File: config.mk
export PLATFORM = sky130hd
export DESIGN_NAME = trivium_stream_writer_flat
export DESIGN_NICKNAME = d
export VERILOG_FILES = /design/src/rtl/trivium_pkg.sv /design/src/rtl/trivium_stream_writer_if.sv /design/src/rtl/trivium_core.sv /design/src/rtl/trivium_stream_writer.sv /design/src/flat_wrapper.sv
export SDC_FILE = /design/constraint.sdc
export NUM_CORES = 1
export LEC_CHECK = 0
export ABC_AREA = 1
export CAP_MARGIN = 30
export CORE_ASPECT_RATIO = 0.6
export CORE_MARGIN = 2
export CORE_UTILIZATION = 31
export DETAILED_ROUTE_END_ITERATION = 8
export PLACE_DENSITY = 0.61
export REMOVE_ABC_BUFFERS = 1
export SYNTH_ARGS = -nofsm -noshare
export SYNTH_HDL_FRONTEND = slang
export SYNTH_SLANG_ARGS = --single-unit
File: constraint.sdc
create_clock -name clk -period 2.15 [get_ports clk]
set_input_delay 0.43 -clock clk [delete_from_list [all_inputs] [get_ports clk]]
set_output_delay 0.43 -clock clk [all_outputs]
set_load 0.005 [all_outputs]
File: src/rtl/trivium_pkg.sv
// Shared constants and types for the Trivium keystream blocks.
//   KEY_W / IV_W / STATE_W : Trivium key, IV and internal state widths
//   INIT_STEPS_DEF         : default number of warm-up updates
//   FIFO_FULL / FIFO_EMPTY : byte FIFO condition codes
//   tsw_state_t            : writer FSM state encoding
package trivium_pkg;

  localparam int KEY_W          = 80;
  localparam int IV_W           = 80;
  localparam int STATE_W        = 288;
  localparam int INIT_STEPS_DEF = 1152;

  localparam logic [1:0] FIFO_FULL  = 2'b11;
  localparam logic [1:0] FIFO_EMPTY = 2'b00;

  typedef enum logic [1:0] {IDLE, INIT, GEN, FLUSH} tsw_state_t;

endpackage

File: src/rtl/trivium_stream_writer_if.sv
// Write side of the 8-bit byte FIFO.
//   dout      : byte presented to the FIFO din
//   write     : write strobe; the FIFO captures dout on a rising edge while high
//   condition : FIFO status from the FIFO; 2'b11 = full
// modport master : the byte producer (drives dout/write)
// modport slave  : the FIFO (drives condition)
interface trivium_stream_writer_if;
  logic [7:0] dout;
  logic       write;
  logic [1:0] condition;

  modport master (output dout, output write, input condition);
  modport slave  (input dout, input write, output condition);
endinterface

File: src/rtl/trivium_core.sv
// Trivium cipher state and update logic.
//   clk, rst : clock, asynchronous active-low reset
//   load     : load key/IV into the 288-bit state (takes priority over step)
//   step     : apply one Trivium update
//   key, iv  : key[i] = K(i+1), iv[i] = IV(i+1)
//   z        : keystream bit of the current state (combinational)
// State bit s[i-1] holds Trivium bit s(i).
module trivium_core
  import trivium_pkg::*;
(
  input  logic             clk,
  input  logic             rst,
  input  logic             load,
  input  logic             step,
  input  logic [KEY_W-1:0] key,
  input  logic [IV_W-1:0]  iv,
  output logic             z
);

  logic [STATE_W-1:0] s;
  logic t1, t2, t3;

  // NOTE: every variable written in always_comb is assigned on every path,
  // so no latch can be inferred.
  always_comb begin
    z  = s[65] ^ s[92] ^ s[161] ^ s[176] ^ s[242] ^ s[287];
    t1 = s[65]  ^ s[92]  ^ (s[90]  & s[91])  ^ s[170];
    t2 = s[161] ^ s[176] ^ (s[174] & s[175]) ^ s[263];
    t3 = s[242] ^ s[287] ^ (s[285] & s[286]) ^ s[68];
  end

  // NOTE: the wide state is a plain register, not a memory, so clearing it
  // on reset is cheap and keeps the keystream deterministic after reset.
  always_ff @(posedge clk or negedge rst) begin
    if (!rst) begin
      s <= '0;
    end else if (load) begin
      // s1..s93 = K,0^13 ; s94..s177 = IV,0^4 ; s178..s288 = 0^108,1,1,1
      s <= {3'b111, 108'b0, 4'b0, iv, 13'b0, key};
    end else if (step) begin
      // Three shift registers, each fed by the feedback of another.
      s <= {s[286:177], t2, s[175:93], t1, s[91:0], t3};
    end
  end

endmodule

File: src/rtl/trivium_stream_writer.sv
// Trivium keystream producer and write-side master of the byte FIFO.
//   clk, rst        : clock, asynchronous active-low reset
//   start           : one-cycle request, honoured only in IDLE with len != 0
//   key, iv         : 80-bit key and IV, loaded with start
//   len             : number of bytes to produce, sampled with start
//   fifo (master)   : dout/write to the FIFO, condition from the FIFO
//   ready           : high in IDLE
//   done            : one-cycle pulse after the last byte has been written
// After INIT_STEPS warm-up updates one keystream bit is generated per cycle
// and packed LSB-first into bytes; generation pauses while a byte is waiting
// on a full FIFO.
module trivium_stream_writer
  import trivium_pkg::*;
#(
  parameter int INIT_STEPS = INIT_STEPS_DEF,
  parameter int LEN_W      = 16
) (
  input  logic                   clk,
  input  logic                   rst,
  input  logic                   start,
  input  logic [KEY_W-1:0]       key,
  input  logic [IV_W-1:0]        iv,
  input  logic [LEN_W-1:0]       len,
  trivium_stream_writer_if.master fifo,
  output logic                   ready,
  output logic                   done
);

  localparam logic [10:0] LAST_STEP = 11'(INIT_STEPS - 1);

  tsw_state_t       state;
  logic [10:0]      step_cnt;
  logic [LEN_W-1:0] bytes_left;
  logic [2:0]       bit_cnt;
  logic [6:0]       sh;        // the last seven keystream bits, oldest in sh[0]
  logic [7:0]       dout_q;
  logic             pending;

  logic z, load, step, fifo_ok, wr, gen_en;

  assign fifo_ok = (fifo.condition != FIFO_FULL);
  assign wr      = pending && fifo_ok;
  // A waiting byte only blocks generation while the FIFO is full; otherwise
  // it leaves at this edge and a new byte may replace it at the same edge.
  assign gen_en  = !pending || fifo_ok;
  assign load    = (state == IDLE) && start && (len != '0);
  assign step    = (state == INIT) || ((state == GEN) && gen_en);

  assign fifo.write = wr;
  assign fifo.dout  = dout_q;
  assign ready      = (state == IDLE);

  trivium_core u_core (
    .clk  (clk),
    .rst  (rst),
    .load (load),
    .step (step),
    .key  (key),
    .iv   (iv),
    .z    (z)
  );

  // NOTE: sequential state uses non-blocking assignments so every register
  // samples pre-edge values; later assignments in the block override earlier
  // defaults (pending, done).
  always_ff @(posedge clk or negedge rst) begin
    if (!rst) begin
      state      <= IDLE;
      step_cnt   <= '0;
      bytes_left <= '0;
      bit_cnt    <= '0;
      sh         <= '0;
      dout_q     <= '0;
      pending    <= 1'b0;
      done       <= 1'b0;
    end else begin
      done <= 1'b0;
      if (wr) pending <= 1'b0;

      case (state)
        IDLE: begin
          if (load) begin
            bytes_left <= len;
            step_cnt   <= '0;
            bit_cnt    <= '0;
            sh         <= '0;
            state      <= INIT;
          end
        end

        INIT: begin
          step_cnt <= step_cnt + 11'd1;
          if (step_cnt == LAST_STEP) state <= GEN;
        end

        GEN: begin
          if (gen_en) begin
            sh      <= {z, sh[6:1]};
            bit_cnt <= bit_cnt + 3'd1;
            if (bit_cnt == 3'd7) begin
              dout_q  <= {z, sh};
              pending <= 1'b1;
              if (bytes_left != '0) bytes_left <= bytes_left - 1'b1;
              if (bytes_left == LEN_W'(1)) state <= FLUSH;
            end
          end
        end

        FLUSH: begin
          // Last byte goes out, then done for one cycle, then back to IDLE.
          if (done)    state <= IDLE;
          else if (wr) done  <= 1'b1;
        end

        default: state <= IDLE;
      endcase
    end
  end

endmodule

File: src/flat_wrapper.sv
// flat-port wrapper written by rule: the top's interface ports become plain ports
module trivium_stream_writer_flat import trivium_pkg::*;
#(
  parameter int INIT_STEPS = INIT_STEPS_DEF,
  parameter int LEN_W      = 16
)
  (clk, rst, start, key, iv, len, ready, done, fifo_dout, fifo_write, fifo_condition);
  trivium_stream_writer_if fifo_i ();
  input  logic clk;
  input  logic rst;
  input  logic start;
  input  logic [KEY_W-1:0] key;
  input  logic [IV_W-1:0] iv;
  input  logic [LEN_W-1:0] len;
  output logic ready;
  output logic done;
  output wire logic [$bits(fifo_i.dout)-1:0] fifo_dout;
  output wire logic [$bits(fifo_i.write)-1:0] fifo_write;
  input wire logic [$bits(fifo_i.condition)-1:0] fifo_condition;
  assign fifo_dout = fifo_i.dout;
  assign fifo_write = fifo_i.write;
  assign fifo_i.condition = fifo_condition;
  trivium_stream_writer #(.INIT_STEPS(INIT_STEPS), .LEN_W(LEN_W)) u_core (.clk(clk), .rst(rst), .start(start), .key(key), .iv(iv), .len(len), .fifo(fifo_i), .ready(ready), .done(done));
endmodule
* Yosys cells after proc, flatten, opt, wreduce, memory -nomap -nowiden
Index checks and enable logic that the tools add are counted.
** Cells by class
- Equal/unequal tests :: 14
- Reductions and logical operators :: 18
- $add $sub $neg :: 3
- Bitwise gates (word level) :: 16
- Multiplexer cells :: 29
** Operators with widths (number)
- 288-bit two-way mux :: 2
- 16-bit two-way mux :: 4
- 16-bit case mux with 2 select lines :: 1
- 16-bit nonzero test :: 2
- 11-bit case mux with 2 select lines :: 1
- 16-bit by 1-bit equality test with 1-bit output, second input constant :: 1
- 16-bit by 1-bit subtractor with 16-bit output, second input constant :: 1
- 7-bit two-way mux :: 2
- 2-bit by 1-bit inequality test with 1-bit output, second input constant :: 7
- 7-bit case mux with 2 select lines :: 1
- 1-bit bitwise XOR :: 13
- 2-bit two-way mux :: 6
- 11-bit by 1-bit adder with 11-bit output, second input constant :: 1
- 11-bit equality test, second input constant :: 1
- 11-bit two-way mux :: 1
- 2-bit case mux with 4 select lines :: 1
- 1-bit two-way mux :: 7
- 3-bit two-way mux :: 2
- 3-bit case mux with 2 select lines :: 1
- 3-bit AND reduction :: 2
- 6-bit AND reduction :: 1
- 2-bit nonzero test :: 3
- 5-bit AND reduction :: 1
- 2-bit equality test, second input constant :: 2
- other kinds (10) :: 16
** Storage, ports and cells
- Register bits :: 337
- Logic and storage cells :: 89
- Input port bits :: 181
- Output and inout bits :: 11

* Depth between registers and ports, before layout
- Depth in word-level cells :: 7
- Gate-level depth with buffers :: 12

* Hierarchy
A second synthesis with hierarchy kept.
** Unflattened totals
- Cell total of the unflattened synthesis :: 1768
- Area, all modules :: 15964.1 µm²
** By module, submodules not included
- trivium_core :: sequential area each 7206.9 µm², area an instance 12938.7 µm², instances 1, cells each 1331
- trivium_stream_writer :: sequential area each 1226.2 µm², area an instance 3025.4 µm², instances 1, cells each 437

* Worst setup path after synthesis
OpenSTA, ideal clock, no wires.
- Path kind :: register to register
- Start point :: register u_core.state[0]
- End point :: register u_core.u_core.s[100]
- Required time :: 2020 ps
- Path buffers :: 2
- Cell stages (with the launch flop) :: 12
- Period minus slack after synthesis :: 1661 ps
- Library setup time :: 130 ps
- Path slack :: 489 ps
- Data arrival time :: 1531 ps
- Path through :: dfrtp_1 > inv_1 > ha_1 > nand2_1 > inv_1 > nand2_2 > inv_2 > buf_6 > clkbuf_1 > o21ai_0 > nand2_1 > o21ai_0
** Between the ends
- Word-level cells in the longest chain between the ends :: 4
- Elaborated cells on any way between the ends :: 9
- Classes of those cells :: eq/ne (2); mux (1); reduce/logical (6)
** Ends and longest elaborated chain
- start, declared :: RTL line trivium_stream_writer.sv:31 : tsw_state_t state;
- start signal, assigned :: RTL line trivium_stream_writer.sv:68 : state <= IDLE;
- start signal, assigned :: RTL line trivium_stream_writer.sv:87 : state <= INIT;
- start signal, assigned :: RTL line trivium_stream_writer.sv:93 : if (step_cnt == LAST_STEP) state <= GEN;
- 2-bit logical NOT *
- via ready :: RTL line flat_wrapper.sv:15 : output logic ready;
- 1-bit logical AND * (2 in a row) :: RTL line trivium_stream_writer.sv:46 : assign load = (state == IDLE) && start && (len != '0);
- 288-bit two-way mux / 2-bit nonzero test (equally long branches)
- end signal, assigned :: RTL line trivium_core.sv:39 : s <= {3'b111, 108'b0, 4'b0, iv, 13'b0, key};
- end signal, assigned :: RTL line trivium_core.sv:42 : s <= {s[286:177], t2, s[175:93], t1, s[91:0], t3};
- end, declared :: RTL line trivium_core.sv:20 : logic [STATE_W-1:0] s;
The timed path passes the listed nets; every way through them passes the cells marked *.
A chain may end at the register's enable or synchronous reset.

* Worst setup path in the final report
- Start point :: register u_core.state[0]
- End point :: output port ready
** Between the ends
- Word-level cells in the longest chain between the ends :: 1
** Ends and longest elaborated chain
- 2-bit logical NOT :: RTL line trivium_stream_writer.sv:51 : assign ready = (state == IDLE);
- end, declared :: RTL line flat_wrapper.sv:15
Every way passes these cells.

==> impl_metrics.yaml <==
outcome:
  status: "finished, final reports clean"
sta:
  finalClockSkew_ns: 0.0273
  max_slew_margin_pct: 62.8
  hold_slack_ns: 0.413
  max_freq_mhz: 506
  worst_pin_slew_ns: 0.558
  period_minus_slack_ns: 1.97
  fin_ws_ns: 0.175
  rsz0062_at_grt: "false"
  finalHoldViolations: 0
  setup_viol: 0
  drv_slew: 0
  period_share_pct: 91.8
clocking:
  cts_tree: "yes"
  clock_latency_ns: 0.54
  clkSinkCount: 337
  cts_max_level: 2
  root_buffer: "clkbuf_16"
  clk_path_buf_depth: 3
  cts.clk_slew.worst_paths_ns: 0.07
  cts_buffers: 35
floorplanning:
  core_area_sq_um: 51200
  die_w_microns: 299
  ios: 192
  die-area_sq_um: 54000
  rows: 64
  start_util_pct: 31.5
  die_h_microns: 181
routing:
  postRouteAntennaNets: 0
  wl_per_cell_microns: 13.6
  routed_wl_microns: 39300
  vias: 13200
  post_drt_via_cell_ratio: 4.57
  first_iter_violations: 958
  drcViolationCount: 0
  drtPass1Iterations: 5
yosys:
  synth_warnings: 0
  ys_seq_area_share_pct: 52.2
  avgSynthCellArea_sq_um: 8.21
  synth_cells: 1968
  yosys_register_bits: 337
  synth.area.top_cells: "dfrtp_1 (52%), nand2_1 (11%), o21ai_0 (10%)"
  yosysTopAreaCell: "dfrtp_1"
  synth.distinct_cells: 36
  syn_area_sq_um: 16200
  synth_top_area_share_pct: 52.2
setup_path:
  worstPathArrival_ns: 1.54
  cpLargestDelayFamily: "buffers and inverters"
  worst-path-buf-inv: 3
  cp_cell_sequence: "inv_2, ha_2, buf_6, dlygate4sd2_1"
  r2r_start: "u_core.state[0]$_DFFE_PN0P_"
  crit_fanout: 4
  r2r_end: "u_core.u_core.s[80]$_DFFE_PN0P_"
  required_ns: 1.72
  r2r_setup_slack_ns: 0.18
  worstSetupEndpointType: "output pin"
  cp_slowest_stage_delay_ns: 0.40
  startpoint_type: "register"
  cp_slowest_cell: "dfrtp_1"
  critical_path_class: "register to output pin"
  ff2ff_path_depth: 11
final_layout:
  nets: 2360
  area_growth_pct: 26.9
  seqCellArea_sq_um: 8430
  design_area_sq_um: 20500
  fillers: 5175
  drive_gt1_share_pct: 10.0
  multi_input_area_sq_um: 6060
global_route:
  overflow: 0
  antenna_found_initial: 1
  track_usage_pct: 14.7
  grt_pass1_wl_microns: 66300
  grt_max_degree: 70
  grt_pass1_vias: 13000
pwr:
  p_leak_uw: 0.00934
  powerDensity_nw_per_um2: 1460
  ir_worst_vdd_uv: 736
  fin_total_pwr_uw: 30000
place:
  dp_hpwl_microns: 27200
  post-place-ws_ns: -0.235
  gp_congestion: 0.818
  io_buffers: 191
  dpl-instance-area_sq_um: 19300
hold_path:
  hp-class: "input port to asynchronous set/reset pin"
run:
  max_cap_viol_count: 0
-- area by class of cell --
type                            count  share of cell area [%]
Antenna cell                        1                  0.0122
Multi-Input combinational cell   1240                    29.6
Clock buffer                       46                    4.82
Tap cell                          693                    4.23
Clock inverter                     12                   0.873
Inverter                          270                    5.01
Sequential cell                   337                    41.1
Timing Repair Buffer              286                    14.4
-- layout by cell type (no fill, tap or decap), types with 8 or more instances in the layout --
master and count:
nor2_1 150, o21ai_1 33, a21oi_1 40, o21ai_0 334
clkbuf_16 36, nand2_1 452, a211oi_2 50, buf_4 68
nor3_1 10, buf_12 24, inv_1 263, dfrtp_1 337
clkdlybuf4s50_1 188, ha_1 8, nand3_1 113, xor2_1 9
-- sequential cells by signal, indices dropped and copies added, names as in the netlist --
signal	flops
u_core.pending	1
u_core.fifo.dout	8
u_core.step_cnt	11
u_core.bytes_left	16
u_core.state	2
u_core.sh	7
u_core.u_core.s	288
u_core.done	1
u_core.bit_cnt	3
-- repair_timing --
action	in CTS	in global routing
hold endpoints to repair	47	0
setup buffers	2	0
hold buffers	1	0
gates resized for setup	4	2
endpoints found under the setup margin	1	3
-- routing by layer --
layer / wire length, microns / global-route usage (%) / vias up
met4: 722 / 3.36 / 0
met5: 0 / 0 / -
met1: 18900 / 20.5 / 6282
met3: 1330 / 2.33 / 50
met2: 18400 / 23.9 / 196
li1: - / - / 6661
-- logic make-up (layout without fill, tap and decap cells) --
logic type	after synthesis	count (layout)	share of synthesized area, %
compound gates	469	469	17.0
xor+xnor	12	12	0.651
fa+ha+maj	9	9	0.697
simple gates	749	749	18.9
flops	337	337	52.2
other cells	0	1	0
buf+inv	391	614	10.4
mux	1	1	0.0697
-- how the worst max path moves through the flow --
stage	slack, ns	from	depth (start not counted)	to
2_1_floorplan	-3.65	u_core.state[0]$_DFFE_PN0P_	9	u_core.u_core.s[177]$_DFFE_PN0P_
3_3_place_gp	-0.24	len[6]	11	u_core.u_core.s[80]$_DFFE_PN0P_
3_5_place_dp	-0.23	len[6]	11	u_core.u_core.s[80]$_DFFE_PN0P_
4_1_cts	0.07	u_core.pending$_DFF_PN0_	3	fifo_write
5_1_grt	0.004	u_core.bytes_left[0]$_DFFE_PN0P_	11	u_core.bytes_left[6]$_DFFE_PN0P_
6_report	0.18	u_core.state[0]$_DFFE_PN0P_	4	ready
-- synthesized netlist by cell type, drive strengths merged --
| cell | number |
|---|---|
| nand2 | 457 |
| o21ai | 367 |
| dfrtp | 337 |
| inv | 268 |
| nor2 | 155 |
| nand3 | 113 |
| buf | 85 |
| a211oi | 51 |
| a21oi | 40 |
| clkbuf | 36 |
| nor3 | 10 |
| ha | 9 |
| xor2 | 9 |
| nand4 | 7 |
| a31oi | 5 |
| or2 | 4 |
| nand3b | 3 |
| xnor2 | 3 |
| a21o | 2 |
| clkinv | 2 |
| o21bai | 2 |
| a21boi | 1 |
| mux2 | 1 |
| o31ai | 1 |
-- stage by stage --
stage / TNS (ns) / utilization, % / cells
after floorplan: -977.95 / - / 1847
after global placement: -26.25 / 37.6 / 2823
after detailed placement: -30.45 / 37.6 / 2823
after CTS: 0 / 40.0 / 2884
after global routing: 0 / 40.0 / 2885
final: 0 / 40.0 / 2885
-- power breakdown --
group	internal, uW	switching, uW	total (uW)	leakage (uW)
logic	5160	8380	13500	0.00454
registers	8970	1170	10100	0.00422
clock network	3720	2570	6290	0.000577
No activity file was read; power rests on OpenSTA's default activity.
